[src/rtl/seg7_if.sv]
// Display-side bundle for seg7_scan_driver: nibble value, load strobe, digit enables
// and the registered anode/cathode/busy outputs.
interface seg7_if;
  logic [15:0] value;
  logic        load;
  logic [3:0]  digit_en;
  logic [3:0]  an;
  logic [6:0]  seg;
  logic        busy;

  modport master (output value, load, digit_en, input an, seg, busy);
  modport slave  (input value, load, digit_en, output an, seg, busy);
endinterface

[src/rtl/seg7_scan_driver.sv]
// Four-digit common-anode seven-segment scan driver with shadow capture and
// anti-ghosting blank window. Optional macro: SEG7_LEADING_ZERO_BLANK_EN.
module seg7_scan_driver #(
  parameter int unsigned REFRESH_DIV  = 100000,
  parameter int unsigned BLANK_CYCLES = 16,
  parameter int unsigned DIV_W        = 17
) (
  input logic   clk,
  input logic   rst_n,
  seg7_if.slave bus
);

  localparam logic [DIV_W-1:0] DIV_LAST  = DIV_W'(REFRESH_DIV - 1);
  localparam logic [DIV_W-1:0] BLANK_END = DIV_W'(BLANK_CYCLES);
  localparam logic [6:0]       SEG_OFF   = 7'b1111111;
  localparam logic [3:0]       AN_OFF    = 4'b1111;

  typedef enum logic {BLANK, SHOW} slot_t;

  logic [DIV_W-1:0] div;
  logic [1:0]       idx;
  logic [15:0]      shadow;
  logic [3:0]       an_q;
  logic [6:0]       seg_q;
  logic             busy_q;

  slot_t      phase_c;
  logic       tick_c;
  logic [3:0] nib_c;
  logic       lz_c;
  logic       show_c;
  logic [3:0] an_nxt_c;
  logic [6:0] seg_nxt_c;

  function automatic logic [6:0] hex7(input logic [3:0] n);
    logic [6:0] s;
    case (n)
      4'h0: s = 7'b1000000;
      4'h1: s = 7'b1111001;
      4'h2: s = 7'b0100100;
      4'h3: s = 7'b0110000;
      4'h4: s = 7'b0011001;
      4'h5: s = 7'b0010010;
      4'h6: s = 7'b0000010;
      4'h7: s = 7'b1111000;
      4'h8: s = 7'b0000000;
      4'h9: s = 7'b0010000;
      4'hA: s = 7'b0001000;
      4'hB: s = 7'b0000011;
      4'hC: s = 7'b1000110;
      4'hD: s = 7'b0100001;
      4'hE: s = 7'b0000110;
      default: s = 7'b0001110;
    endcase
    return s;
  endfunction

  // Next output image from the current slot position and shadow contents
  always_comb begin
    phase_c   = (div < BLANK_END) ? BLANK : SHOW;
    tick_c    = (div == DIV_LAST);
    nib_c     = shadow[{idx, 2'b00} +: 4];
    lz_c      = 1'b0;
`ifdef SEG7_LEADING_ZERO_BLANK_EN
    case (idx)
      2'd1:    lz_c = (shadow[15:4]  == 12'h000);
      2'd2:    lz_c = (shadow[15:8]  == 8'h00);
      2'd3:    lz_c = (shadow[15:12] == 4'h0);
      default: lz_c = 1'b0;
    endcase
`endif
    show_c    = bus.digit_en[idx] && !lz_c;
    an_nxt_c  = AN_OFF;
    seg_nxt_c = SEG_OFF;
    if (phase_c == SHOW && show_c) begin
      an_nxt_c  = ~(4'b0001 << idx);
      seg_nxt_c = hex7(nib_c);
    end
  end

  always_ff @(posedge clk or negedge rst_n) begin
    if (!rst_n) begin
      div    <= '0;
      idx    <= 2'd0;
      shadow <= 16'h0000;
      an_q   <= AN_OFF;
      seg_q  <= SEG_OFF;
      busy_q <= 1'b1;
    end else begin
      div    <= tick_c ? '0 : div + DIV_W'(1);
      if (tick_c) idx <= idx + 2'd1;
      if (bus.load) shadow <= bus.value;
      an_q   <= an_nxt_c;
      seg_q  <= seg_nxt_c;
      busy_q <= (phase_c == BLANK);
    end
  end

  assign bus.an   = an_q;
  assign bus.seg  = seg_q;
  assign bus.busy = busy_q;

endmodule

[src/flat_wrapper.sv]
// flat-port wrapper written by rule: the top's interface ports become plain ports
module seg7_scan_driver_flat 
#(
  parameter int unsigned REFRESH_DIV  = 100000,
  parameter int unsigned BLANK_CYCLES = 16,
  parameter int unsigned DIV_W        = 17
)
  (clk, rst_n, bus_value, bus_load, bus_digit_en, bus_an, bus_seg, bus_busy);
  seg7_if bus_i ();
  input logic clk;
  input logic rst_n;
  input wire logic [$bits(bus_i.value)-1:0] bus_value;
  input wire logic [$bits(bus_i.load)-1:0] bus_load;
  input wire logic [$bits(bus_i.digit_en)-1:0] bus_digit_en;
  output wire logic [$bits(bus_i.an)-1:0] bus_an;
  output wire logic [$bits(bus_i.seg)-1:0] bus_seg;
  output wire logic [$bits(bus_i.busy)-1:0] bus_busy;
  assign bus_i.value = bus_value;
  assign bus_i.load = bus_load;
  assign bus_i.digit_en = bus_digit_en;
  assign bus_an = bus_i.an;
  assign bus_seg = bus_i.seg;
  assign bus_busy = bus_i.busy;
  seg7_scan_driver #(.REFRESH_DIV(REFRESH_DIV), .BLANK_CYCLES(BLANK_CYCLES), .DIV_W(DIV_W)) u_core (.clk(clk), .rst_n(rst_n), .bus(bus_i));
endmodule
[config.mk]
export PLATFORM = sky130hd
export DESIGN_NAME = seg7_scan_driver_flat
export DESIGN_NICKNAME = d
export VERILOG_FILES = /design/src/rtl/seg7_if.sv /design/src/rtl/seg7_scan_driver.sv /design/src/flat_wrapper.sv
export SDC_FILE = /design/constraint.sdc
export NUM_CORES = 1
export LEC_CHECK = 0
export ABC_CLOCK_PERIOD_IN_PS = 2300
export CORE_ASPECT_RATIO = 0.8
export CORE_MARGIN = 2
export CORE_UTILIZATION = 35
export DETAILED_ROUTE_END_ITERATION = 7
export MAX_ROUTING_LAYER = met4
export PLACE_DENSITY = 0.55
export SETUP_SLACK_MARGIN = 0.3
export SYNTH_ARGS = -nofsm -noshare
export SYNTH_HDL_FRONTEND = slang
export SYNTH_SLANG_ARGS = --single-unit
[constraint.sdc]
create_clock -name clk -period 2.3 [get_ports clk]
set_clock_uncertainty 0.1 [all_clocks]
set_input_delay 0.69 -clock clk [delete_from_list [all_inputs] [get_ports clk]]
set_output_delay 0.69 -clock clk [all_outputs]
set_load 0.05 [all_outputs]
==> results of run 1 <==
area by class of cell:
type                       count  area [sq um]
clock buffer                   8           100
timing repair buffer          41           370
sequential                    47          1190
tap                           84           105
multi-input combinational    126          1080
fill                         639          3570
inverter                       5          18.8
critical path: stages, from the launching register on:
cell	delay [ns]
sky130_fd_sc_hd__dfrtp_2	0.44
sky130_fd_sc_hd__buf_4	0.18
sky130_fd_sc_hd__inv_1	0.21
sky130_fd_sc_hd__mux2_2	0.50
sky130_fd_sc_hd__nand2b_1	0.18
sky130_fd_sc_hd__o221ai_1	0.20
cell families (layout without fill, tap and decap cells):
| family | count (synthesis) | count (layout) | synth area share [%] |
|---|---|---|---|
| compound gates | 14 | 14 | 4.43 |
| xor+xnor | 18 | 18 | 6.73 |
| fa+ha+maj | 11 | 11 | 5.87 |
| buf+inv | 14 | 54 | 3.04 |
| flops | 47 | 47 | 50.8 |
| mux | 32 | 32 | 17.4 |
| simple gates | 51 | 51 | 11.7 |
worst max path at each step:
stage                         startpoint                          end  slack (ns)  cells past startpoint
4_1_cts        u_core.idx[0]$_DFFE_PN0N_  u_core.bus.seg[0]$_DFF_PN1_        0.38                      5
3_5_place_dp             bus_digit_en[1]  u_core.bus.seg[6]$_DFF_PN1_        0.07                      4
5_1_grt        u_core.idx[0]$_DFFE_PN0N_  u_core.bus.seg[3]$_DFF_PN1_        0.31                      7
6_report       u_core.idx[0]$_DFFE_PN0N_  u_core.bus.seg[2]$_DFF_PN1_        0.41                      5
2_1_floorplan  u_core.idx[0]$_DFFE_PN0N_  u_core.bus.seg[0]$_DFF_PN1_        0.40                      6
3_3_place_gp             bus_digit_en[1]  u_core.bus.seg[6]$_DFF_PN1_        0.07                      4
stage by stage:
step	utilization (%)	power [mW]	hold WS, ns	cells	area, sq um
floorplan	-	1.11	0.294	187	2340
global placement	42.7	1.21	0.376	301	2750
detailed placement	42.7	1.22	0.367	301	2750
CTS	44.3	1.77	0.276	309	2850
global route	44.5	1.82	0.287	311	2870
finish	44.5	1.75	0.266	311	2870
flip-flops by register name, indices dropped and copies added (netlist names):
name	count
u_core.bus.seg	7
u_core.idx	2
u_core.div	17
u_core.bus.an	4
u_core.shadow	16
u_core.bus.busy	1
cells in the mapped netlist (all sizes together), types with 2 or more instances:
library cell | instances | area [sq um]
a21oi | 3 | 15.0
and4 | 4 | 36.3
buf | 6 | 40.0
clkbuf | 3 | 12.5
dfrtp | 35 | 876
dfstp | 12 | 315
ha | 11 | 138
inv | 5 | 18.8
mux2 | 19 | 214
mux2i | 8 | 80.1
mux4 | 5 | 113
nand2 | 14 | 52.6
nand3 | 5 | 25.0
nand4 | 6 | 37.5
nor2 | 9 | 33.8
nor3 | 3 | 20.0
nor4 | 2 | 12.5
o211ai | 3 | 22.5
o221ai | 4 | 35.0
o31ai | 2 | 15.0
or4 | 2 | 18.8
xnor2 | 7 | 61.3
xor2 | 11 | 96.3
repair_timing:
| item | 4_1_cts | 5_1_grt |
|---|---|---|
| gates resized for setup | 0 | 1 |
| buffers inserted | 0 | 2 |
| endpoints found under the setup margin | 0 | 4 |
layer usage:
layer / up-vias / share of wire (%) / global-route usage [%]
li1: 748 / - / -
met1: 756 / 53 / 20.8
met2: 35 / 41 / 18.0
met3: 2 / 4.7 / 2.75
met4: 0 / 0.76 / 3.43
met5: - / 0 / -
power by group:
group / leakage, nW / switching, mW / internal [mW] / total, mW
clock network: 0.0515 / 0.268 / 0.275 / 0.543
registers: 0.563 / 0.0298 / 0.882 / 0.912
logic: 0.570 / 0.154 / 0.137 / 0.292
==> out/qor_table.md, run 1 <==
| Metric | Value |
|---|---|
| Post-route minimum period | 1.89 ns |
| Layout net count | 260 |
| Leakage power summed over all cells | 1.18 nW |
| Worst-Skew Late Latency | 0.29 ns |
| Worst reg-to-reg path cell count | 5 |
| DP Wirelength | 3.17 mm |
| Number of placement rows | 26 |
| Required @ worst endpoint | 2.41 ns |
| Number of synthesized flops with an enable pin | 0 |
| Worst max-slew margin expressed relative to the limit | 73.1% |
| Sink Count | 47 |
| Wire length of the first global-routing pass | 7.55 mm |
| Post-detailed-route DRC marker count | 0 |
| Horiz. Die Dim | 95.5 microns |
| Final Cycle Share | 82.2% |
| Slew Limit Fails | 0 |
| Post-synthesis instance total | 187 |
| CTS tree | built |
| Final setup TNS | 0 ns |
| R2r startpoint | u_core.idx[0]$_DFFE_PN0N_ |
| Average size of a mapped cell | 12.5 sq um |
| Arrival time worst endpoint | 2.00 ns |
| Number of register bits inferred by synthesis | 47 |
| IO buf count | 34 |
| Y dimension of the die | 77.2 microns |
| Result of the run | finished clean |
| CTS HTree Levels | 2 |
| Post-Place Setup Slack | 0.0667 ns |
| Total standard cell area after synthesis | 0.00234 sq mm |
| HP Class | input pin to asynchronous set/reset pin |
| Final Hold Viols | 0 |
| Share of layout cells above drive strength 1 | 30.0% |
| Area growth, synth to finish | 22.4% |
| Finish-stage setup viols | 0 |
| Type of destination of the critical path | flip-flop |
| Clock root buffer master | sky130_fd_sc_hd__clkbuf_8 |
| Number of top-level pins | 35 |
| Die area | 0.00737 sq mm |
| Final Routed Wirelength | 4.48 mm |
| Average detailed-routed wire length per instance | 14.4 microns |
| Number of distinct library cells after synthesis | 38 |
| Main flop type after synthesis | sky130_fd_sc_hd__dfrtp_1 |
| Ratio of total power to cell area | 609 mW/mm^2 |
| Maximum number of buffers from clock root to sink | 2 |
| TritonCTS buffer count | 5 |
| Clock transition time at the flip-flop clock pins of the worst setup and hold paths | 0.09 ns |
| Sort of element at the start of the critical path | flip-flop |
| Nets in the synthesized netlist | 221 |
| Max-cap check violation count | 0 |
| Worst VDD drop | 0.000278 V |
| Share of synthesized area occupied by flip-flops and latches | 50.8% |
| Initial core utilization | 36.4% |
| Worst Path Class, Setup | flip-flop to flip-flop |
| Count of hold buffers inserted by post-cts repair | 0 |
| Max frequency | 0.529 GHz |
| Length of the first detailed-routing pass in iterations | 4 |
| Number of global-route vias before repair | 1499 |
| Setup repair after global routing missed its margin | false |
| 1st-iter DRT viols | 156 |
| CP max FO | 12 |
| Initial antenna violation count | 0 |
| Core outline area | 0.00644 sq mm |
| Number of vias in the routed layout | 1541 |
| Async SR Flop Fraction | 100% |
| Final RePlAce weighted congestion | 0.763 |
| Commonest non-fill, non-tap cell in the layout | sky130_fd_sc_hd__dfrtp_1 |
| Count of antenna diodes in the layout | 0 |
| Transition time at the pin with the least slew margin | 0.404 ns |
| Most used cells in the layout excluding fill and tap cells | sky130_fd_sc_hd__dfrtp_1 (34), sky130_fd_sc_hd__clkdlybuf4s50_1 (21), sky130_fd_sc_hd__mux2_2 (19) |
| Post-DR vias/cell | 4.95 |
| Yosys warnings | 0 |
| Endpoint of the worst register-to-register path | u_core.bus.seg[2]$_DFF_PN1_ |
| Largest net degree at the start of global routing | 48 |
| Final critical-path setup slack | 0.408 ns |
| Register-to-register setup slack | 0.41 ns |
| Gr usage total | 13.5% |
| Remaining global-route overflow | 0 |
| Antenna Nets Post-Route | 0 |
No activity file was read; power rests on OpenSTA's default activity.
==> run 2: changes to the inputs <==
ABC_CLOCK_PERIOD_IN_PS = 2000   (was 2300)
clock period = 2 ns   (was 2.3 ns; I/O delays follow)
==> run 2 against run 1 <==
Worst setup slack lost 0.25 ns. Register-to-register slack lost 0.25 ns. Clock-buffer cell count shrank 1. First-iteration DRC count shrank 49%. Combinational power grew 42%. Sequential power grew 16%. Maximum frequency grew 2.8%. Final area grew 13%. Critical path depth shrank 1. Critical path type unchanged. Cell count grew 4.2%. Critical endpoint is now u_core.bus.seg[6]$_DFF_PN1_.
==> out/qor_table.md, run 2 (synthesis gave the netlist of run 1 again) <==
| Metric | Value |
|---|---|
| Horiz. Die Dim | 95.5 microns |
| Initial core utilization | 36.4% |
| Setup repair after global routing missed its margin | true |
| Count of hold buffers inserted by post-cts repair | 0 |
| Layout net count | 273 |
| TritonCTS buffer count | 5 |
| CP max FO | 5 |
| Worst Path Class, Setup | flip-flop to flip-flop |
| Required @ worst endpoint | 2.10 ns |
| Die area | 0.00737 sq mm |
| Sort of element at the start of the critical path | flip-flop |
| Final RePlAce weighted congestion | 0.811 |
| Y dimension of the die | 77.2 microns |
| Endpoint of the worst register-to-register path | u_core.bus.seg[6]$_DFF_PN1_ |
| Max-cap check violation count | 0 |
| Post-route core utilization | 50.4% |
| HP Class | input pin to asynchronous set/reset pin |
| Leakage power summed over all cells | 1.34 nW |
| Worst-Skew Late Latency | 0.29 ns |
| Number of cells in the design after placement | 304 |
| Arrival time worst endpoint | 1.94 ns |
| Worst max-slew margin expressed relative to the limit | 75.5% |
| Slew Limit Fails | 0 |
| CTS tree | built |
| Final setup TNS | 0 ns |
| Biggest register | u_core.div |
| Register-to-register setup slack | 0.16 ns |
| Destination of the critical timing path | u_core.bus.seg[6]$_DFF_PN1_ |
| Average detailed-routed wire length per instance | 14.3 microns |
| Post-route minimum period | 1.84 ns |
| Number of placement rows | 26 |
| Area growth, synth to finish | 38.7% |
| Worst reg-to-reg path cell count | 4 |
| DP Wirelength | 3.02 mm |
| Post-detailed-route DRC marker count | 0 |
| Antenna Nets Post-Route | 0 |
| CTS HTree Levels | 2 |
| Clock root buffer master | sky130_fd_sc_hd__clkbuf_8 |
| Count of antenna diodes in the layout | 0 |
| Initial antenna violation count | 0 |
| Final Routed Wirelength | 4.63 mm |
| Remaining global-route overflow | 0 |
| Max frequency | 0.544 GHz |
| Core outline area | 0.00644 sq mm |
| Number of top-level pins | 35 |
| Share of layout cells above drive strength 1 | 38.8% |
| Finished Layout Cells | 324 |
| CP Launch Point | u_core.idx[0]$_DFFE_PN0N_ |
| Sink Count | 47 |
| 1st-iter DRT viols | 79 |
| Largest net degree at the start of global routing | 48 |
| Final total power | 2.16 mW |
| Result of the run | finished clean |
| Transition time at the pin with the least slew margin | 0.363 ns |
| Final Hold Viols | 0 |
| Clock transition time at the flip-flop clock pins of the worst setup and hold paths | 0.09 ns |
| R2r startpoint | u_core.idx[0]$_DFFE_PN0N_ |
| Gr usage total | 13.6% |
| Worst Hold Margin | 0.170 ns |
| Maximum number of buffers from clock root to sink | 2 |
| Post-DR vias/cell | 4.98 |
| Flip-flop count of the largest register, all copies and words added | 17 |
| Number of global-route vias before repair | 1519 |
| Worst VDD drop | 0.000399 V |
| Length of the first detailed-routing pass in iterations | 4 |
| Wire length of the first global-routing pass | 7.48 mm |
| Number of vias in the routed layout | 1612 |
| Commonest non-fill, non-tap cell in the layout | sky130_fd_sc_hd__dfrtp_1 |
| Ratio of total power to cell area | 664 mW/mm^2 |
| IO buf count | 34 |
| Finish-stage setup viols | 0 |
| Most used cells in the layout excluding fill and tap cells | sky130_fd_sc_hd__dfrtp_1 (34), sky130_fd_sc_hd__clkdlybuf4s50_1 (20), sky130_fd_sc_hd__mux2_2 (18) |
| Type of destination of the critical path | flip-flop |
| Final Cycle Share | 92.0% |
[run 2: layout make-up]
type,instances,area (sq um)
multi-input cells,128,1200
flip-flops and latches,47,1190
repair buffers,52,622
clock buffers,7,76.3
inverters,5,23.8
fillers,582,3190
clock inverters,1,30.0
well taps,84,105
[run 2: power by group]
part / switching, mW / internal, mW / leakage, nW / total, mW
combinational: 0.192 / 0.221 / 0.724 / 0.414
sequential: 0.0451 / 1.02 / 0.563 / 1.06
clock: 0.310 / 0.374 / 0.0524 / 0.684
total: 0.547 / 1.61 / 1.34 / 2.16
[run 2: critical path, stage by stage (launching register included)]
cell	delay (ns)
sky130_fd_sc_hd__dfrtp_2	0.41
sky130_fd_sc_hd__mux4_2	0.64
sky130_fd_sc_hd__ha_2	0.26
sky130_fd_sc_hd__mux2i_1	0.18
sky130_fd_sc_hd__o221ai_1	0.15
[run 2: worst min path at each step]
| stage | endpoint | depth (start not counted) |
|---|---|---|
| global route | u_core.shadow[0]$_DFFE_PN0P_ | 2 |
| finish | u_core.shadow[0]$_DFFE_PN0P_ | 2 |
| detailed placement | u_core.bus.busy$_DFF_PN1_ | 1 |
| floorplan | u_core.div[0]$_DFF_PN0_ | 0 |
| CTS | u_core.shadow[13]$_DFFE_PN0P_ | 2 |
| global placement | u_core.div[0]$_DFF_PN0_ | 1 |
[run 2: timing repair]
action | CTS | global route
gates cloned | 1 | 1
setup endpoints to repair | 13 | 20
setup buffers | 4 | 6
pin swaps | 4 | 6
endpoints found under the hold margin | 0 | 0
resized for setup | 9 | 15
[run 2: per-layer routing]
layer / vias to the layer above / GRT usage (%) / routed length (microns)
met3: 2 / 3.05 / 178
met1: 795 / 20.5 / 2450
met5: - / - / 0
li1: 782 / - / -
met4: 0 / 4.00 / 35
met2: 33 / 18.1 / 1970
[run 2: stage by stage]
| step | instance area, sq um | setup WS [ns] |
|---|---|---|
| 3_3_place_gp | 2940 | -0.134 |
| 4_1_cts | 3130 | 0.164 |
| 3_5_place_dp | 2940 | -0.138 |
| 6_report | 3250 | 0.161 |
| 5_1_grt | 3250 | 0.0924 |
| 2_1_floorplan | 2360 | 0.183 |
